<file path="src/rtl/fetch_pkg.sv">
// Shared types and helpers for the instruction fetch sequencer.
package fetch_pkg;

  localparam int unsigned OP_W      = 8;
  localparam int unsigned OPLEN_LSB = 6;
  localparam logic [OP_W-1:0] HALT_OPCODE_DEF = 8'hFF;

  typedef enum logic [2:0] {
    IDLE      = 3'd0,
    FETCH_OP  = 3'd1,
    CAP_OP    = 3'd2,
    FETCH_ARG = 3'd3,
    CAP_ARG   = 3'd4,
    ISSUE     = 3'd5,
    HALT      = 3'd6
  } fetch_state_e;

  // Operand count encoded in the top two opcode bits; 2'b11 carries no operands.
  function automatic logic [1:0] oplen(input logic [OP_W-1:0] opcode);
    logic [1:0] field;
    field = opcode[OPLEN_LSB +: 2];
    return (field == 2'b11) ? 2'd0 : field;
  endfunction

endpackage

</file>
<file path="src/rtl/fetch_sequencer.sv">
// Walks the PC through ROM, assembles opcode + operands and hands each
// instruction to the decoder; honours decoder jumps and stops on HALT.
module fetch_sequencer
  import fetch_pkg::*;
#(
  parameter int unsigned          BYTE        = 8,
  parameter int unsigned          ADDR_W      = 8,
  parameter logic [ADDR_W-1:0]    RESET_PC    = '0,
  parameter logic [BYTE-1:0]      HALT_OPCODE = BYTE'(HALT_OPCODE_DEF)
) (
  input  logic                clk,
  input  logic                reset,
  input  logic                run,
  output logic                rom_en,
  output logic [ADDR_W-1:0]   rom_address,
  input  logic [BYTE-1:0]     data_from_rom,
  output logic                start_for_decoder,
  input  logic                ready_from_decoder,
  output logic [BYTE-1:0]     instr_opcode,
  output logic [2*BYTE-1:0]   instr_operands,
  output logic [1:0]          instr_len,
  output logic [ADDR_W-1:0]   instr_pc,
  input  logic                jump_valid,
  input  logic [ADDR_W-1:0]   jump_target,
  output logic                halted
);

  fetch_state_e        state_q, state_d;
  logic [ADDR_W-1:0]   pc_q, pc_d;
  logic                arg_idx_q, arg_idx_d;
  logic                rom_en_q, rom_en_d;
  logic                start_q, start_d;
  logic                halted_q, halted_d;
  logic [BYTE-1:0]     opcode_q, opcode_d;
  logic [2*BYTE-1:0]   operands_q, operands_d;
  logic [1:0]          len_q, len_d;
  logic [ADDR_W-1:0]   ipc_q, ipc_d;
  logic [1:0]          cap_len;
  logic                jump_take;

  assign cap_len   = oplen(OP_W'(data_from_rom));
  assign jump_take = jump_valid && (state_q != IDLE) && (state_q != HALT);

  // Next-state, PC and instruction-field logic.
  always_comb begin
    state_d    = state_q;
    pc_d       = pc_q;
    arg_idx_d  = arg_idx_q;
    opcode_d   = opcode_q;
    operands_d = operands_q;
    len_d      = len_q;
    ipc_d      = ipc_q;

    case (state_q)
      IDLE: begin
        if (run) state_d = FETCH_OP;
      end
      FETCH_OP: begin
        ipc_d   = pc_q;
        pc_d    = pc_q + ADDR_W'(1);
        state_d = CAP_OP;
      end
      CAP_OP: begin
        opcode_d   = data_from_rom;
        operands_d = '0;
        arg_idx_d  = 1'b0;
        if (data_from_rom == HALT_OPCODE) begin
          len_d   = 2'd0;
          state_d = HALT;
        end else if (cap_len == 2'd0) begin
          len_d   = 2'd0;
          state_d = ISSUE;
        end else begin
          len_d   = cap_len;
          state_d = FETCH_ARG;
        end
      end
      FETCH_ARG: begin
        pc_d    = pc_q + ADDR_W'(1);
        state_d = CAP_ARG;
      end
      CAP_ARG: begin
        if (arg_idx_q) operands_d[2*BYTE-1:BYTE] = data_from_rom;
        else           operands_d[BYTE-1:0]      = data_from_rom;
        if ((2'(arg_idx_q) + 2'd1) == len_q) begin
          state_d = ISSUE;
        end else begin
          arg_idx_d = 1'b1;
          state_d   = FETCH_ARG;
        end
      end
      ISSUE: begin
        if (ready_from_decoder) state_d = FETCH_OP;
      end
      HALT: begin
        state_d = HALT;
      end
      default: state_d = IDLE;
    endcase

    // A redirect discards whatever was partially assembled this cycle.
    if (jump_take) begin
      state_d    = FETCH_OP;
      pc_d       = jump_target;
      arg_idx_d  = arg_idx_q;
      opcode_d   = opcode_q;
      operands_d = operands_q;
      len_d      = len_q;
      ipc_d      = ipc_q;
    end
  end

  // Outputs are registered images of the state being entered.
  always_comb begin
    rom_en_d = (state_d == FETCH_OP) || (state_d == FETCH_ARG);
    start_d  = (state_d == ISSUE);
    halted_d = (state_d == HALT);
  end

  always_ff @(posedge clk or negedge reset) begin
    if (!reset) begin
      state_q    <= IDLE;
      pc_q       <= RESET_PC;
      arg_idx_q  <= 1'b0;
      rom_en_q   <= 1'b0;
      start_q    <= 1'b0;
      halted_q   <= 1'b0;
      opcode_q   <= '0;
      operands_q <= '0;
      len_q      <= 2'd0;
      ipc_q      <= '0;
    end else begin
      state_q    <= state_d;
      pc_q       <= pc_d;
      arg_idx_q  <= arg_idx_d;
      rom_en_q   <= rom_en_d;
      start_q    <= start_d;
      halted_q   <= halted_d;
      opcode_q   <= opcode_d;
      operands_q <= operands_d;
      len_q      <= len_d;
      ipc_q      <= ipc_d;
    end
  end

  assign rom_en            = rom_en_q;
  assign rom_address       = pc_q;
  assign start_for_decoder = start_q;
  assign instr_opcode      = opcode_q;
  assign instr_operands    = operands_q;
  assign instr_len         = len_q;
  assign instr_pc          = ipc_q;
  assign halted            = halted_q;

endmodule

</file>
<file path="config.mk">
export PLATFORM = sky130hd
export DESIGN_NAME = fetch_sequencer
export DESIGN_NICKNAME = d
export VERILOG_FILES = /design/src/rtl/fetch_pkg.sv /design/src/rtl/fetch_sequencer.sv
export SDC_FILE = /design/constraint.sdc
export NUM_CORES = 1
export LEC_CHECK = 0
export ABC_CLOCK_PERIOD_IN_PS = 2700
export CAP_MARGIN = 20
export CORE_MARGIN = 2
export CORE_UTILIZATION = 40
export CTS_CLUSTER_DIAMETER = 50
export DETAILED_ROUTE_END_ITERATION = 7
export DONT_BUFFER_PORTS = 1
export SYNTH_ARGS = -nofsm -noshare
export SYNTH_HDL_FRONTEND = slang
export SYNTH_SLANG_ARGS = --single-unit
</file>
<file path="constraint.sdc">
create_clock -name clk -period 2.7 [get_ports clk]
set_input_delay 0.54 -clock clk [delete_from_list [all_inputs] [get_ports clk]]
set_output_delay 0.54 -clock clk [all_outputs]
set_load 0.01 [all_outputs]
</file>
==> summary.txt <==
Synth
  • Yosys warnings: 0
  • Number of synthesized flops with an enable pin: 0
  • Netlist Area Pre-Place: 0.00232 mm2
  • Most area-consuming cells after synthesis: dfrtp_1 (53%), mux2_2 (8.8%), mux2_4 (5.2%)
  • FF+latch count, synth: 49
  • Net count of the mapped netlist: 209
  • Count of distinct cell types in the synthesized netlist: 44
  • Syn avg cell area: 12.6 um2
  • Async set-reset flop share out of synthesis: 100%
  • Most frequently used flop master after synthesis: dfrtp_1
  • Post-synthesis instance total: 184
  • Post-synthesis cell type with the largest combined area: dfrtp_1
  • Count leader, synth: dfrtp_1
  • Share of the synthesized area in the top cell type: 52.9%
  • Sequential share of the synthesized area: 52.9%
  • Top post-synthesis cells by count: dfrtp_1 (49), mux2_2 (18), a21oi_1 (13), nor2_1 (11)

Power
  • Static Leak: 1.13 nW
  • Overall power: 2.82 mW
  • Maximum vdd drop: 397 uV
  • Pwr dens: 1120 mW/mm2

Floorplan
  • Die span in y: 80.1 um
  • Area of the core region: 0.00554 mm2
  • Number of rows created at floorplan: 27
  • Area of the die: 0.00641 mm2
  • Top-level I/O count: 66
  • Starting utilization of the core area: 41.8%
  • Floorplan die width: 80.1 um

Route
  • Final Routed Wirelength: 4660 um
  • Total iterations of the first detailed-routing run: 4
  • Mean number of vias per cell: 5.43
  • Detailed-route DRC error count: 0
  • Number of violations reported at the end of detailed-routing iteration 0: 58
  • Count of vias placed by the detailed router: 1412
  • Met2 wire len: 2240 um
  • Routed length per instance: 17.9 um
  • Count of antenna-violating nets left after detailed routing: 0
  • Met3 wirelength from detailed routing: 413 um
  • Wl on met1: 1920 um
  • Highest routing layer actually used: met4

Clock tree
  • Post-CTS setup buffer count: 0
  • H-tree levels: 2
  • Worst-Skew Late Latency: 0.30 ns
  • Number of clock buffers inserted by TritonCTS: 5
  • Root buffer cell: clkbuf_8
  • Clk pin slew, worst setup/hold paths: 0.09 ns
  • Clock Sink Count: 49
  • Maximum clock insertion buffer count: 2
  • Hold buffer count at CTS: 1
  • Clock tree from TritonCTS: built
  • Number of gates given a new drive strength after cts: 0

STA
  • Setup Total Neg Slack: 0 ns
  • Finish-stage setup viols: 0
  • Highest clock rate: 0.470 GHz
  • Tmin final: 2.13 ns
  • Unrepaired setup endpoints after global routing: false
  • Final Hold Fails: 0
  • Largest clock skew in the final design: 0.0105 ns
  • Number of slew-limit violations in the final report: 0
  • Post-route fraction of the period consumed by the critical path: 78.8%
  • Relative slew slack: 68.3%
  • Slew at the pin closest to its max-slew limit: 0.476 ns

Global route
  • Remaining Overflow, GRT: 0
  • Pin count of the biggest net entering global routing: 50
  • Number of antenna violations at the first check in global routing: 0
  • Via count of the first global-routing pass: 1524
  • First-pass GRT wire length: 7580 um
  • Total track usage: 15.5%

Setup path
  • Critical path fanouts, max: 15
  • Crit end category: flop
  • Slack of the worst reg-to-reg path: 0.57 ns
  • CP startpoint kind: flop
  • Worst endpoint data arrival time: 2.31 ns
  • Worst reg2reg path depth: 4
  • Worst flop-to-flop path startpoint: state_q[2]
  • Endpoint of the worst register-to-register path: instr_operands[12]
  • Data required time at the worst endpoint: 2.88 ns
  • Critical path type: flop to flop

Finish
  • Area growth from synthesis to final layout: 8.43%
  • Layout cells sized above 1: 23.9%
  • Combined area of the multi-input logic cells: 0.00104 mm2
  • Area taken by flip-flops and latches: 0.00123 mm2
  • Filler cell count in the final layout: 517
  • Antenna cells: 0
  • Net count of the finished layout: 212

Place
  • Half-perimeter wire length after placement: 3460 um
  • Routability-driven placement congestion ratio: 0.810
  • Number of I/O port buffers: 0

Status
  • Status: finished clean

Run
  • Number of max-cap violations: 0

Min path
  • Class of the tightest hold or removal check: primary input to async pin
==> layout make-up <==
cell class	instances	share of cell area (%)
repair buffers	3	1.69
flip-flops and latches	49	48.8
well taps	72	3.59
clock buffers	6	3.29
inverters	5	0.747
clock inverters	2	0.548
multi-input cells	123	41.3
==> metrics by stage <==
stage | std cells | hold slack (ns) | area [um2] | utilization, % | worst slack [ns]
after detailed placement | 251 | 0.246 | 2390 | 43.1 | 0.600
after global placement | 251 | 0.246 | 2390 | 43.1 | 0.647
after floorplan | 184 | 0.244 | 2320 | - | 0.959
after CTS | 260 | 0.0818 | 2510 | 45.3 | 0.570
after global routing | 260 | 0.0744 | 2510 | 45.3 | 0.454
final | 260 | 0.0716 | 2510 | 45.3 | 0.573
==> cells by family (layout without fill, tap and decap cells) <==
logic type | Yosys count | after routing | share of synthesized area [%]
flops | 49 | 49 | 52.9
simple gates | 49 | 49 | 13.1
mux | 35 | 35 | 18.3
compound gates | 28 | 28 | 8.37
buf+inv | 12 | 16 | 2.54
xor+xnor | 7 | 7 | 2.65
fa+ha+maj | 4 | 4 | 2.16
==> flip-flops by register name, summed over array words and instances (netlist names) <==
| register | cells |
|---|---|
| start_for_decoder | 1 |
| instr_operands | 16 |
| arg_idx_q | 1 |
| state_q | 3 |
| instr_len | 2 |
| instr_opcode | 8 |
| rom_address | 8 |
| instr_pc | 8 |
| halted | 1 |
| rom_en | 1 |
==> worst max path at each step <==
stage / start / endpoint / cells past startpoint
after floorplan: jump_valid / instr_opcode[0] / 4
after global placement: state_q[2] / instr_operands[12] / 4
after detailed placement: state_q[2] / instr_operands[9] / 4
after CTS: state_q[2] / instr_operands[12] / 4
after global routing: state_q[2] / instr_operands[12] / 4
final: state_q[2] / instr_operands[12] / 4
==> per-layer routing <==
layer | track usage, % | vias to the layer above
met5 | 0 | -
met4 | 5.59 | 0
met3 | 5.62 | 8
met2 | 25.6 | 55
met1 | 18.5 | 698
li1 | - | 651
==> critical path, cell delays in order, from the launching register on <==
cell and delay (ns):
dfrtp_1 0.62, nor3b_2 0.47, nand2_1 0.17, a21boi_4 0.42
mux2_4 0.34
==> cell usage in the layout (no fill, tap or decap), types with 2 or more instances in the layout <==
| cell type | synthesis | final |
|---|---|---|
| nand2_1 | 6 | 6 |
| or3b_1 | 2 | 2 |
| nor3b_1 | 2 | 2 |
| and2_1 | 8 | 8 |
| dfrtp_1 | 49 | 49 |
| xor2_1 | 4 | 4 |
| buf_4 | 1 | 2 |
| nand2b_1 | 3 | 3 |
| clkbuf_8 | 0 | 6 |
| and4_1 | 2 | 2 |
| and3b_1 | 2 | 2 |
| mux2_1 | 8 | 8 |
| a21oi_1 | 13 | 13 |
| nor2b_1 | 3 | 3 |
| nor2_1 | 11 | 11 |
| xnor2_1 | 3 | 3 |
| mux2_4 | 8 | 8 |
| mux2_2 | 18 | 18 |
| o21ai_0 | 5 | 5 |
| inv_1 | 5 | 5 |
| ha_1 | 4 | 4 |
==> where the power goes <==
group	switching [mW]	total, mW	internal, mW
Clock	0.242	0.450	0.208
Sequential	0.465	1.51	1.04
Combinational	0.392	0.867	0.475
Note: power is estimated with default switching activity, not from simulation.
